--- src/rtl/mult_div_sequencer.sv ---
// Iterative signed MULT (radix-2 Booth) / DIV (restoring) engine, one bit per clock.
// Owns the Hi/Lo result registers and reports busy/done/div_zero to the control FSM.
module mult_div_sequencer #(
  parameter int WIDTH = 32
) (
  input  logic             clk,
  input  logic             reset,
  input  logic             mult_start,
  input  logic             div_start,
  input  logic [WIDTH-1:0] op_a,
  input  logic [WIDTH-1:0] op_b,
  output logic             busy,
  output logic             done,
  output logic             div_zero,
  output logic [WIDTH-1:0] hi_out,
  output logic [WIDTH-1:0] lo_out
);

  localparam int CW = $clog2(WIDTH);

  typedef enum logic [2:0] {IDLE, MULT, DIV, FIX, DONE} seqState_t;

  seqState_t        stateReg, stateNext;
  logic [CW-1:0]    cntReg, cntNext;
  // Accumulator / partial remainder carries one extra bit so the most
  // negative multiplicand and the shifted remainder never overflow.
  logic [WIDTH:0]   accReg, accNext;
  logic [WIDTH-1:0] qReg, qNext;
  logic             qm1Reg, qm1Next;
  logic [WIDTH-1:0] mcandReg, mcandNext;
  logic             isDivReg, isDivNext;
  logic             negQuoReg, negQuoNext;
  logic             negRemReg, negRemNext;
  logic             divZeroReg, divZeroNext;
  logic [WIDTH-1:0] hiReg, hiNext;
  logic [WIDTH-1:0] loReg, loNext;

  logic [WIDTH:0]   boothRes;
  logic [WIDTH:0]   divShift;
  logic [WIDTH:0]   divTrial;
  logic [WIDTH-1:0] absA, absB;

  always_ff @(posedge clk) begin
    if (reset) begin
      stateReg   <= IDLE;
      cntReg     <= '0;
      accReg     <= '0;
      qReg       <= '0;
      qm1Reg     <= 1'b0;
      mcandReg   <= '0;
      isDivReg   <= 1'b0;
      negQuoReg  <= 1'b0;
      negRemReg  <= 1'b0;
      divZeroReg <= 1'b0;
      hiReg      <= '0;
      loReg      <= '0;
    end else begin
      stateReg   <= stateNext;
      cntReg     <= cntNext;
      accReg     <= accNext;
      qReg       <= qNext;
      qm1Reg     <= qm1Next;
      mcandReg   <= mcandNext;
      isDivReg   <= isDivNext;
      negQuoReg  <= negQuoNext;
      negRemReg  <= negRemNext;
      divZeroReg <= divZeroNext;
      hiReg      <= hiNext;
      loReg      <= loNext;
    end
  end

  always_comb begin
    absA = op_a[WIDTH-1] ? -op_a : op_a;
    absB = op_b[WIDTH-1] ? -op_b : op_b;

    // Booth step selects add/subtract of the multiplicand from {q0, q-1}.
    case ({qReg[0], qm1Reg})
      2'b01:   boothRes = accReg + {mcandReg[WIDTH-1], mcandReg};
      2'b10:   boothRes = accReg - {mcandReg[WIDTH-1], mcandReg};
      default: boothRes = accReg;
    endcase

    divShift = {accReg[WIDTH-1:0], qReg[WIDTH-1]};
    divTrial = divShift - {1'b0, mcandReg};
  end

  always_comb begin
    stateNext   = stateReg;
    cntNext     = cntReg;
    accNext     = accReg;
    qNext       = qReg;
    qm1Next     = qm1Reg;
    mcandNext   = mcandReg;
    isDivNext   = isDivReg;
    negQuoNext  = negQuoReg;
    negRemNext  = negRemReg;
    divZeroNext = divZeroReg;
    hiNext      = hiReg;
    loNext      = loReg;

    case (stateReg)
      IDLE: begin
        divZeroNext = 1'b0;
        cntNext     = '0;
        if (mult_start) begin
          accNext   = '0;
          qNext     = op_b;
          qm1Next   = 1'b0;
          mcandNext = op_a;
          isDivNext = 1'b0;
          stateNext = MULT;
        end else if (div_start) begin
          if (op_b == '0) begin
            divZeroNext = 1'b1;
            stateNext   = DONE;
          end else begin
            accNext    = '0;
            qNext      = absA;
            qm1Next    = 1'b0;
            mcandNext  = absB;
            isDivNext  = 1'b1;
            negQuoNext = op_a[WIDTH-1] ^ op_b[WIDTH-1];
            negRemNext = op_a[WIDTH-1];
            stateNext  = DIV;
          end
        end
      end

      MULT: begin
        accNext = {boothRes[WIDTH], boothRes[WIDTH:1]};
        qNext   = {boothRes[0], qReg[WIDTH-1:1]};
        qm1Next = qReg[0];
        cntNext = cntReg + 1'b1;
        if (cntReg == CW'(WIDTH - 1)) stateNext = FIX;
      end

      DIV: begin
        if (divTrial[WIDTH]) begin
          accNext = divShift;
          qNext   = {qReg[WIDTH-2:0], 1'b0};
        end else begin
          accNext = divTrial;
          qNext   = {qReg[WIDTH-2:0], 1'b1};
        end
        cntNext = cntReg + 1'b1;
        if (cntReg == CW'(WIDTH - 1)) stateNext = FIX;
      end

      FIX: begin
        if (isDivReg) begin
          loNext = negQuoReg ? -qReg : qReg;
          hiNext = negRemReg ? -accReg[WIDTH-1:0] : accReg[WIDTH-1:0];
        end else begin
          hiNext = accReg[WIDTH-1:0];
          loNext = qReg;
        end
        stateNext = DONE;
      end

      DONE: stateNext = IDLE;

      default: stateNext = IDLE;
    endcase
  end

  assign busy     = (stateReg == MULT) || (stateReg == DIV) || (stateReg == FIX);
  assign done     = (stateReg == DONE);
  assign div_zero = (stateReg == DONE) && divZeroReg;
  assign hi_out   = hiReg;
  assign lo_out   = loReg;

endmodule
--- config.mk ---
export PLATFORM = sky130hd
export DESIGN_NAME = mult_div_sequencer
export DESIGN_NICKNAME = d
export VERILOG_FILES = /design/src/rtl/mult_div_sequencer.sv
export SDC_FILE = /design/constraint.sdc
export NUM_CORES = 1
export LEC_CHECK = 0
export BUFFER_PORTS_ARGS = -buffer_cell sky130_fd_sc_hd__buf_2
export CAP_MARGIN = 20
export CORE_UTILIZATION = 35
export CTS_CLUSTER_DIAMETER = 150
export DETAILED_ROUTE_END_ITERATION = 7
export PLACE_DENSITY_LB_ADDON = 0.05
export SETUP_SLACK_MARGIN = 0.15
export SLEW_MARGIN = 10
export SYNTH_ARGS = -nofsm -noshare
export SYNTH_HDL_FRONTEND = slang
export SYNTH_SLANG_ARGS = --single-unit
--- constraint.sdc ---
create_clock -name clk -period 4.9 [get_ports clk]
set_input_delay 0.98 -clock clk [delete_from_list [all_inputs] [get_ports clk]]
set_output_delay 0.98 -clock clk [all_outputs]
set_load 0.05 [all_outputs]
# --- After elaboration in Yosys (flattened, before gate mapping) ---
# Cells that the tools add are included.
# Widths: inputs -> output; s select.
word_totals:
  in_bits: 68
  word_cells: 85
  reg_bits: 174
op_classes:
  n_bitwise: 3
  add_sub_neg: 8
  eq_ne: 11
  n_reduce_logical: 15
  n_mux: 36
op_table:
  columns: ["cell", "n"]
  rows:
  - ["$mux 32", 12]
  - ["$mux 33", 4]
  - ["$neg 32->32", 4]
  - ["$pmux 33 s3", 1]
  - ["$pmux 32 s3", 1]
  - ["$pmux 33 s2", 1]
  - ["$add 33x33->33", 1]
  - ["$sub 33x32->33", 1]
  - ["$sub 33x33->33", 1]
  - ["$logic_not 32->1", 1]
  - ["$mux 3", 4]
  - ["$mux 1", 10]
  - ["$pmux 5 s2", 1]
  - ["$pmux 3 s3", 1]
  - ["$reduce_and 3->1", 3]
  - ["$eq 3x2->1 const B", 2]
  - ["$ne 3x3->1 const B", 2]
  - ["$reduce_bool 2->1", 3]
  - ["$add 5x1->5 const B", 1]
  - ["$eq 5x5->1 const B", 1]
  - ["$reduce_and 4->1", 1]
  - ["$eq 3x1->1 const B", 1]
  - ["$eq 3x3->1 const B", 1]
  - ["$logic_not 3->1", 1]
  - ["12 further kinds", 14]

# --- Depth between registers and ports, before layout ---
# Gate-level depths: netlist (run 1).
logic_depth:
  ltp_word: 6
  depth_mapped: 20

# --- Least setup slack after synthesis (run 1) ---
# OpenSTA, ideal clock, no wires.
synth_timing:
  path_type: "flip-flop to flip-flop"
  startpoint: "register qReg[31]"
  endpoint: "register accReg[29]"
  required_ns: 4.809
  setup_ns: 0.091
  synth_period_minus_slack_ns: 4.424
  n_path_buf: 1
  arrival_time_ns: 4.333
  path_slack_ns: 0.476
  path_stages_with_launch: 19
  path_cell_list: "dfxtp_1 > inv_1 > ha_1 > inv_1 > fa_1 > a21oi_1 > o21ai_0 > a21o_1 > a311o_1 > a221oi_1 > a21oi_1 > a31oi_1 > o21a_1 > o21ai_0 > ha_1 > nor3_1 > clkbuf_1 > a222oi_1 > a311oi_1"
synth_via:
  elab_chain_len: 3
synth_lines:
  columns: ["element", "line", "text"]
  rows:
  - ["start, declared", "28", "logic [WIDTH-1:0] qReg, qNext;"]
  - ["start signal, assigned", "61", "qReg <= qNext;"]
  - ["$sub 33x32->33", "85", "divTrial = divShift - {1'b0, mcandReg};"]
  - ["$mux 33", "139", "if (divTrial[WIDTH]) begin"]
  - ["$pmux 33 s3", "102", "case (stateReg)"]
  - ["end signal, assigned", "60", "accReg <= accNext;"]
  - ["end, declared", "27", "logic [WIDTH:0] accReg, accNext;"]
# No other way between the ends.
# A chain may end at the register's enable or synchronous reset.

# --- Worst setup path in the final report (run 1) ---
layout_timing:
  startpoint: "register qReg[31]"
  endpoint: "register accReg[8]"
# Same word-level chain as after synthesis.

==> metrics.txt, run 1 <==
antenna cells 0; Crit-path slowest cell ha_2; crit path cell chain inv_1 -> ha_1 -> inv_1 -> fa_1 -> a21oi_2 -> o21ai_0 -> a21o_1 -> a311o_1 -> a221oi_2 -> buf_4 -> a21oi_1 -> a31oi_2 -> o21a_1 -> o21ai_0 -> ha_2 -> buf_4 -> mux2_2 -> a222oi_1 -> nor2_1; syn avg cell area 7.25 um2; power density cells 564 nW/um2; htree depth 4; slowest cell delay on critical path 0.46 ns; core area 40000 um2; crit end category flop; Worst EP arrival 4.90 ns; Synth area leader dfxtp_1; post-route cell area 16300 um2; pin count of the biggest net entering global routing 119; antenna-violating nets left 0; 1st-iter DRT viols 1082; dpl cell area 15600 um2; first-pass GRT wire length 80.8 mm; Rel. slew slack 0.297; Clock Sinks 174; via/cell ratio 5.73; CP max FO 14; Die Wd 204 um; vias in the first global route 13600; Synth Cell Area 14300 um2; Synth-to-Final Area Change 13.8%; Final min period 4.55 ns; Root Driver clkbuf_16; hold crit path type reg2reg; post-synth net total 2112; Top FF cell, synth dfxtp_1; Fin Clk Skew 0.0203 ns; CP delay by family, top compound AO/OA/AOI/OAI gates; nets 2189; Final Setup Violations 0; CTS Buf Count 17; Required @ worst endpoint 5.24 ns; Final Max Slew Viols 0; die area 41600 um2; fraction of registers with async set/reset 0; Leak Pwr 6.38 nW; most numerous cell in the Yosys netlist nand2_1; drt total wl 53.1 mm; GPL Wtd Cong 0.940; gr usage total 0.252; HPWL after DPL 40.3 mm; # IOs 135; CTS clk-pin slew, worst paths 0.07 ns; CTS Hold Buffers Added 0; worst-skew pair later-pin latency 0.48 ns; fraction of layout cells with a size suffix above 1 0.130; register area share after synthesis 0.244; Synth top area share 0.244; routed length per instance 20.6 um; First-pass DRT Iterations 7; Layout Utilization 0.406; f_max 220 MHz; Mapped Cells 1969; Longest Clk Path Bufs 2; total gr overflow 0; Vert. Die Dim 204 um; Post-synth top cells nand2_1, a21oi_1, nor2_1; row cnt 73; RSZ-0062 raised after global routing no; Final TNS setup 0 ns; initial core utilization 0.357; Final Hold Fails 0; antenna violations before repair 0; largest cells by area after synthesis dfxtp_1, a21oi_1, nand2_1; flip-flop and latch count after synthesis 174; synth unique cells 68; Max-Cap Viols 0; warnings from Yosys 0; Worst Path Buf+Inv 4; EDFF count, synth 0; Residual DRC 0; Tcrit/Tclk final 0.929; outcome complete, no violations; CTS tree built; Peak VDD IR 249 uV; # port buffers 134; startpoint types flop; DR vias 14800; WS Path Type reg2reg; worst slew pin tran 1.05 ns
==> state kept, by name (all words and copies together) (netlist names), 3 cells and up <==
| register | cells |
|---|---|
| cntReg | 5 |
| mcandReg | 32 |
| qReg | 32 |
| lo_out | 32 |
| stateReg | 3 |
| hi_out | 32 |
| accReg | 33 |
==> timing repair <==
item,4_1_cts,5_1_grt
gates resized for setup,1,11
setup endpoints to repair,10,32
cloned,0,0
endpoints found under the hold margin,0,0
setup buffers,0,3
pin swaps,1,4
==> through the flow <==
step	power (mW)	instances	setup slack, ns	hold WS (ns)
global route	9.85	2584	0.118	0.473
detailed placement	7.59	2548	0.0787	0.442
global placement	7.58	2548	0.206	0.438
finish	9.17	2584	0.348	0.448
CTS	9.08	2580	0.152	0.450
floorplan	5.94	1969	0.476	0.427
==> path summary, 6_finish.rpt <==
check | from | endpoint | slack (ns) | depth (start not counted)
max | qReg[31] | accReg[8] | 0.35 | 19
min | hi_out[30] | hi_out[30] | 0.45 | 2
max reg2reg | qReg[31] | accReg[8] | 0.35 | 19
min reg2reg | hi_out[30] | hi_out[30] | 0.45 | 2
==> worst min-delay path: cells and delay by family, from the launching register on <==
family | cells | cell delay, ns
AO/OA/AOI/OAI | 1 | 0.05
AND/OR/NAND/NOR | 1 | 0.05
flip-flops | 1 | 0.31
==> layout by cell type (no fill, tap or decap), types with 8 or more instances in the layout <==
cell and count:
a31oi_1 21, inv_1 65, nand2_1 265, nand4_1 10
clkbuf_16 17, ha_1 72, xnor2_1 95, o31ai_1 27
a211oi_1 64, mux2_2 11, and2_1 14, nand3_1 27
a311oi_1 16, o41ai_1 11, nor2_1 189, buf_4 56
buf_2 132, a21o_1 20, mux2i_1 9, o221ai_1 15
a41oi_1 8, nor4_1 18, a21oi_1 197, or3_1 18
or4_1 12, xor2_1 93, o21ai_0 150, o21bai_1 17
nor3_1 23, o22a_1 13, nand2b_1 13, nand3b_1 8
dfxtp_1 173, a222oi_1 40, and3_1 19, nor2b_1 10
==> cell type report <==
type / instances / area [um2]
Tap cell: 525 / 657
Clock buffer: 17 / 425
Fill cell: 4263 / 23700
Timing Repair Buffer: 193 / 1150
Multi-Input combinational cell: 1595 / 10100
Sequential cell: 174 / 3480
Clock inverter: 15 / 176
Inverter: 65 / 244
==> cells by family (layout without fill, tap and decap cells) <==
| kind of cell | count (synthesis) | count (layout) | share of synthesized area |
|---|---|---|---|
| buffers and inverters | 200 | 290 | 0.0533 |
| AND/OR/NAND/NOR | 652 | 652 | 0.206 |
| multiplexers | 20 | 20 | 0.0150 |
| XOR/XNOR | 189 | 189 | 0.116 |
| flip-flops | 174 | 174 | 0.244 |
| AO/OA/AOI/OAI | 659 | 659 | 0.300 |
| adder cells (fa/ha/maj) | 75 | 75 | 0.0667 |
==> where the power goes <==
group / switching, mW / total [mW] / leakage (nW) / internal, mW
clock network: 0.687 / 1.46 / 0.297 / 0.769
logic: 3.48 / 5.75 / 4.67 / 2.27
registers: 0.335 / 1.96 / 1.42 / 1.63
total: 4.50 / 9.17 / 6.38 / 4.67
==> layer usage <==
metal | GRT usage | vias up | wire [um]
met5 | 0 | - | 0
met4 | 0.0712 | 0 | 1010
met3 | 0.0281 | 49 | 2320
met2 | 0.398 | 385 | 24100
met1 | 0.360 | 7043 | 25700
li1 | - | 7334 | -
Power figures use the tool's default switching activity.
==> run 2: changes to the inputs <==
Settings changed: MAX_ROUTING_LAYER set to met4.
==> run 2 against run 1 <==
Non-clock buffer count rose by 1; power barely moved; sequential power barely moved; sequential cell count did not move; clock power fell by 4%; count of clock-buffer cells in the layout rose by 1; routed wire length rose by 0.70%; register-to-register slack improved by 0.06 ns; maximum frequency rose by 1.3%; clock skew fell by 0.0060 ns; first-iteration DRC count rose by 19%; critical path type unchanged; largest cell class unchanged; largest power group unchanged; highest routed layer unchanged.
==> metrics.txt, run 2 (synthesized netlist as in run 1, its figures left out) <==
via/cell ratio 5.65 (-1.4%); Vert. Die Dim 204 um (unchanged); fraction of layout cells with a size suffix above 1 0.128 (-0.00146); R2R Setup Slk 0.41 ns (+0.06 ns); M1 GR Usage 0.357 (-0.00239); antenna cells 0 (unchanged); die area 41600 um2 (unchanged); Longest Clk Path Bufs 2 (unchanged); Final min period 4.49 ns (-0.0575 ns); GR Layer Usage met3 0.0367 (+0.00861); crit path cell chain inv_1 -> ha_1 -> inv_1 -> fa_1 -> a21oi_2 -> o21ai_0 -> a21o_1 -> a311o_1 -> a221oi_2 -> buf_4 -> a21oi_1 -> a31oi_2 -> o21a_1 -> o21ai_0 -> ha_2 -> nor3_2 -> buf_4 -> a222oi_1 -> o31ai_1 -> nor3_1 -> a211oi_1; hold crit path type reg2reg; Clock Sinks 174 (unchanged); Leak Pwr 6.37 nW (-0.18%); Filler Cell Count 4325 (+1.5%); CTS clk-pin slew, worst paths 0.08 ns (about the same); post-route cell area 16200 um2 (-0.12%); busiest layer in global routing met2; nets 2190 (+0.046%); worst slew pin tran 1.00 ns (-0.0487 ns); Peak VDD IR 298 uV (+20%); worst-skew pair later-pin latency 0.50 ns (+0.02 ns); RSZ-0062 raised after global routing no; worst hold start lo_out[25]; antenna violations before repair 0 (unchanged); Final Setup Violations 0 (unchanged); Fin Clk Skew 0.0144 ns (-0.00597 ns); total gr overflow 0 (unchanged); pin count of the biggest net entering global routing 117 (-1.7%); initial core utilization 0.357 (unchanged); most common cell after layout, fill and taps aside nand2_1; slowest cell delay on critical path 0.44 ns (-0.02 ns); # IOs 135 (unchanged); startpoint types flop; gr usage total 0.265 (+0.0126); Power Total 9.17 mW (about the same); Synth-to-Final Area Change 13.7%; WS Path Type reg2reg; First-pass DRT Iterations 6 (-1); Reg-to-Reg Start qReg[31]; DR vias 14600 (-1.4%); CP delay by family, top compound AO/OA/AOI/OAI gates; Required @ worst endpoint 5.24 ns (about the same); Hold Crit Depth 2 (unchanged); HPWL after DPL 41.0 mm (+1.7%); crit end category flop; Worst Reg-to-Reg Cells 21 (+2); core area 40000 um2 (unchanged); htree depth 4 (unchanged); power density cells 565 nW/um2 (+0.12%); Worst EP arrival 4.83 ns (-0.07 ns); vias in the first global route 13400 (-1.1%); Critical R2R Capture accReg[25]; first-pass GRT wire length 81.0 mm (+0.19%); # port buffers 134 (unchanged); Layout Utilization 0.406 (-0.000469); row cnt 73 (unchanged); drt total wl 53.5 mm (+0.70%); CTS tree built; hold path endpoint lo_out[25]; Crit-path slowest cell ha_2; Final Max Slew Viols 0 (unchanged); GR Layer Usage met2 0.407 (+0.00887); max reg flops 33 (unchanged); outcome complete, no violations; CTS Buf Count 17 (unchanged); Rel. slew slack 0.332 (+0.0351); Tcrit/Tclk final 0.917 (-0.0117); Final TNS setup 0 ns (unchanged); Residual DRC 0 (unchanged); antenna-violating nets left 0 (unchanged); most frequent cells in the layout nand2_1, a21oi_1, nor2_1; Max-Cap Viols 0 (unchanged); Final Hold Fails 0 (unchanged); CP max FO 17 (+3); Die Wd 204 um (unchanged); dpl cell area 15600 um2 (about the same); Top reg by flops accReg; Root Driver clkbuf_16; routed length per instance 20.7 um (+0.70%); Worst Path Buf+Inv 4 (unchanged); f_max 222 MHz (+1.3%); 1st-iter DRT viols 1287 (+19%); GPL Wtd Cong 0.915 (-2.7%)
==> run 2: per-stage QoR <==
stage,hold WS [ns],worst slack [ns],std cells
floorplan,0.427,0.476,1969
global placement,0.438,0.217,2548
detailed placement,0.444,0.119,2548
CTS,0.452,0.152,2579
global route,0.471,0.130,2584
finish,0.450,0.406,2584
==> run 2: worst max-delay path by stage <==
stage | to | cells after the start | startpoint
finish | accReg[25] | 21 | qReg[31]
global route | accReg[25] | 21 | qReg[31]
CTS | accReg[25] | 20 | mcandReg[0]
detailed placement | accReg[25] | 20 | mcandReg[0]
global placement | accReg[25] | 20 | mcandReg[0]
floorplan | accReg[29] | 18 | qReg[31]
==> run 2: area by class of cell <==
class | instances | area [um2] | area share
multi-input cells | 1595 | 10100 | 0.622
flip-flops and latches | 174 | 3490 | 0.215
clock inverters | 13 | 129 | 0.00794
repair buffers | 194 | 1180 | 0.0725
well taps | 525 | 657 | 0.0404
inverters | 65 | 244 | 0.0150
clock buffers | 18 | 439 | 0.0270
==> run 2: layer usage <==
layer / share of wire / vias up / wire [um]
met5: 0 / - / 0
met4: 0.023 / 0 / 1220
met2: 0.45 / 383 / 24200
li1: - / 7325 / -
met3: 0.047 / 56 / 2490
met1: 0.48 / 6834 / 25600
==> run 2: worst reg2reg max path: cells and delay by family, from the launching register on <==
kind / cells / cell delay (ns)
flip-flops: 1 / 0.31
adder cells (fa/ha/maj): 3 / 1.03
AND/OR/NAND/NOR: 2 / 0.24
AO/OA/AOI/OAI: 12 / 2.25
buffers and inverters: 4 / 0.52
==> run 2: power by group <==
| part | internal [mW] | total, mW | switching (mW) |
|---|---|---|---|
| clock network | 0.721 | 1.40 | 0.677 |
| registers | 1.63 | 1.99 | 0.358 |
| logic | 2.27 | 5.78 | 3.51 |
==> run 2: timing repair <==
action                                  in CTS  in global routing
pin swaps                                    0                  3
gates resized for setup                      1                  9
endpoints found under the setup margin       2                 32
buffers inserted                             0                  3
hold buffers                                 0                  0
==> run 3: changes to the inputs <==
Settings changed: CTS_BUF_LIST set to sky130_fd_sc_hd__clkbuf_2.
==> run 3 against run 2 <==
Non-clock buffer count stayed put; register-to-register slack better by 0.02 ns; sequential power hardly changed; critical endpoint unchanged; largest power group unchanged; highest routed layer unchanged.
==> metrics.txt, run 3 (synthesized netlist as in run 1, its figures left out) <==
outcome complete, no violations; Vert. Die Dim 204 um (unchanged); Residual DRC 0 (unchanged); htree depth 4 (unchanged); Inst Count DP 2548 (unchanged); Final min period 4.48 ns (-0.0165 ns); RSZ-0062 raised after global routing yes; # port buffers 134 (unchanged); hold path endpoint divZeroReg; DR vias 14700 (+0.51%); Critical R2R Capture accReg[25]; power density cells 540 nW/um2 (-4.3%); Reg-to-Reg Start qReg[31]; worst hold start div_start; Rel. slew slack 0.330 (-0.00178); Worst Path Buf+Inv 4 (unchanged); max reg flops 33 (unchanged); # IOs 135 (unchanged); Peak VDD IR 237 uV (-20%); Final Setup Violations 0 (unchanged); CTS clk-pin slew, worst paths 0.30 ns (+0.22 ns); die area 41600 um2 (unchanged); core area 40000 um2 (unchanged); Fin Clk Skew 0.0631 ns (+0.0488 ns); CTS Buf Count 17 (unchanged); worst-skew pair later-pin latency 1.06 ns (+0.56 ns); crit path cell chain inv_1 -> ha_1 -> inv_1 -> fa_1 -> a21oi_2 -> o21ai_0 -> a21o_1 -> a311o_1 -> a221oi_2 -> buf_4 -> a21oi_1 -> a31oi_2 -> o21a_1 -> o21ai_0 -> ha_2 -> nor3_2 -> buf_4 -> a222oi_1 -> o31ai_1 -> nor3_1 -> a211oi_1; CP delay by family, top compound AO/OA/AOI/OAI gates; Hold Crit Depth 3 (+1); f_max 223 MHz (+0.37%); total gr overflow 0 (unchanged); first-pass GRT wire length 80.8 mm (-0.15%); Tcrit/Tclk final 0.914 (-0.00336); most common cell after layout, fill and taps aside nand2_1; Root Driver clkbuf_2; Clock Sinks 174 (unchanged); Final Max Slew Viols 0 (unchanged); WS Path Type reg2reg; initial core utilization 0.357 (unchanged); worst slew pin tran 1.00 ns (+0.00266 ns); slowest cell delay on critical path 0.45 ns (about the same); Power Total 8.58 mW (-6.4%); vias in the first global route 13400 (+0.19%); GPL Wtd Cong 0.915 (unchanged); Worst EP arrival 5.43 ns (+0.60 ns); CP max FO 17 (unchanged); 1st-iter DRT viols 1274 (-1.0%); crit end category flop; WP depth 21 (unchanged); Max-Cap Viols 0 (unchanged); hold crit path type in2reg; Required @ worst endpoint 5.85 ns (+0.61 ns); nets 2190 (unchanged); Final TNS setup 0 ns (unchanged); Longest Clk Path Bufs 2 (unchanged); most frequent cells in the layout nand2_1, a21oi_1, nor2_1; Hold WS 0.247 ns (-0.204 ns); First-pass DRT Iterations 6 (unchanged); row cnt 73 (unchanged); routed length per instance 20.7 um (-0.22%); antenna-violating nets left 0 (unchanged); R2R Setup Slk 0.42 ns (+0.02 ns); Synth-to-Final Area Change 11.2%; antenna violations before repair 2 (+2); CTS tree built; Die Wd 204 um (unchanged); pin count of the biggest net entering global routing 117 (unchanged); Leak Pwr 6.23 nW (-2.3%); Worst Reg-to-Reg Cells 21 (unchanged); Crit-path slowest cell ha_2; Top reg by flops accReg; startpoint types flop; drt total wl 53.5 mm (-0.11%); Final Hold Fails 0 (unchanged); HPWL after DPL 41.0 mm (unchanged); gr usage total 0.265 (about the same); Non-Filler Instances 2587 (+0.12%); via/cell ratio 5.67 (+0.40%); fraction of layout cells with a size suffix above 1 0.127 (-0.000971)
## run 3: changes by cell type in the layout (fill, tap and decap cells not counted), sizes merged
| cell | before | now |
|---|---|---|
| clkbuf | 19 | 18 |
| clkinv | 4 | 5 |
| diode | 0 | 3 |
## run 3: final cells by class
class | instances | area (um2)
antenna | 3 | 7.51
timing repair buffer | 194 | 1180
tap | 525 | 657
sequential | 174 | 3480
multi-input combinational | 1595 | 10100
clock buffer | 17 | 85.1
fill | 4363 | 24100
clock inverter | 14 | 133
inverter | 65 | 244
## run 3: timing repair
action / 4_1_cts / 5_1_grt
resized for setup: 2 / 7
endpoints found under the setup margin: 9 / 26
setup buffers: 0 / 3
pin swaps: 0 / 3
hold buffers: 0 / 0
## run 3: how the worst max path moves through the flow
stage / to / slack [ns] / from
after floorplan: accReg[29] / 0.48 / qReg[31]
after global placement: accReg[25] / 0.22 / mcandReg[0]
after detailed placement: accReg[25] / 0.12 / mcandReg[0]
after CTS: accReg[16] / 0.17 / qReg[31]
after global routing: accReg[25] / 0.14 / qReg[31]
final: accReg[25] / 0.42 / qReg[31]
## run 3: metal layers
layer / vias to the layer above / global-route usage / share of wire
li1: 7318 / - / -
met1: 6922 / 0.357 / 0.48
met2: 370 / 0.406 / 0.45
met3: 63 / 0.0301 / 0.042
met4: 0 / 0.0938 / 0.025
met5: - / - / 0
## run 3: where the power goes
group,internal [mW],switching (mW)
Sequential,1.63,0.357
Clock,0.194,0.616
Combinational,2.28,3.50
Total,4.11,4.47
## run 3: worst reg2reg max path: stages (launching register included)
cell and delay, ns:
dfxtp_1 0.37, inv_1 0.08, ha_1 0.17, inv_1 0.05, fa_1 0.42, a21oi_2 0.17
o21ai_0 0.11, a21o_1 0.23, a311o_1 0.36, a221oi_2 0.25, buf_4 0.17, a21oi_1 0.11
a31oi_2 0.25, o21a_1 0.20, o21ai_0 0.11, ha_2 0.45, nor3_2 0.07, buf_4 0.22
a222oi_1 0.24, o31ai_1 0.12, nor3_1 0.18, a211oi_1 0.09
## run 3: metrics by stage
step	utilization	setup WS (ns)	cell area (um2)
3_5_place_dp	0.390	0.119	15600
5_1_grt	0.397	0.138	15900
2_1_floorplan	-	0.476	14300
4_1_cts	0.395	0.171	15800
6_report	0.397	0.422	15900
3_3_place_gp	0.390	0.217	15600
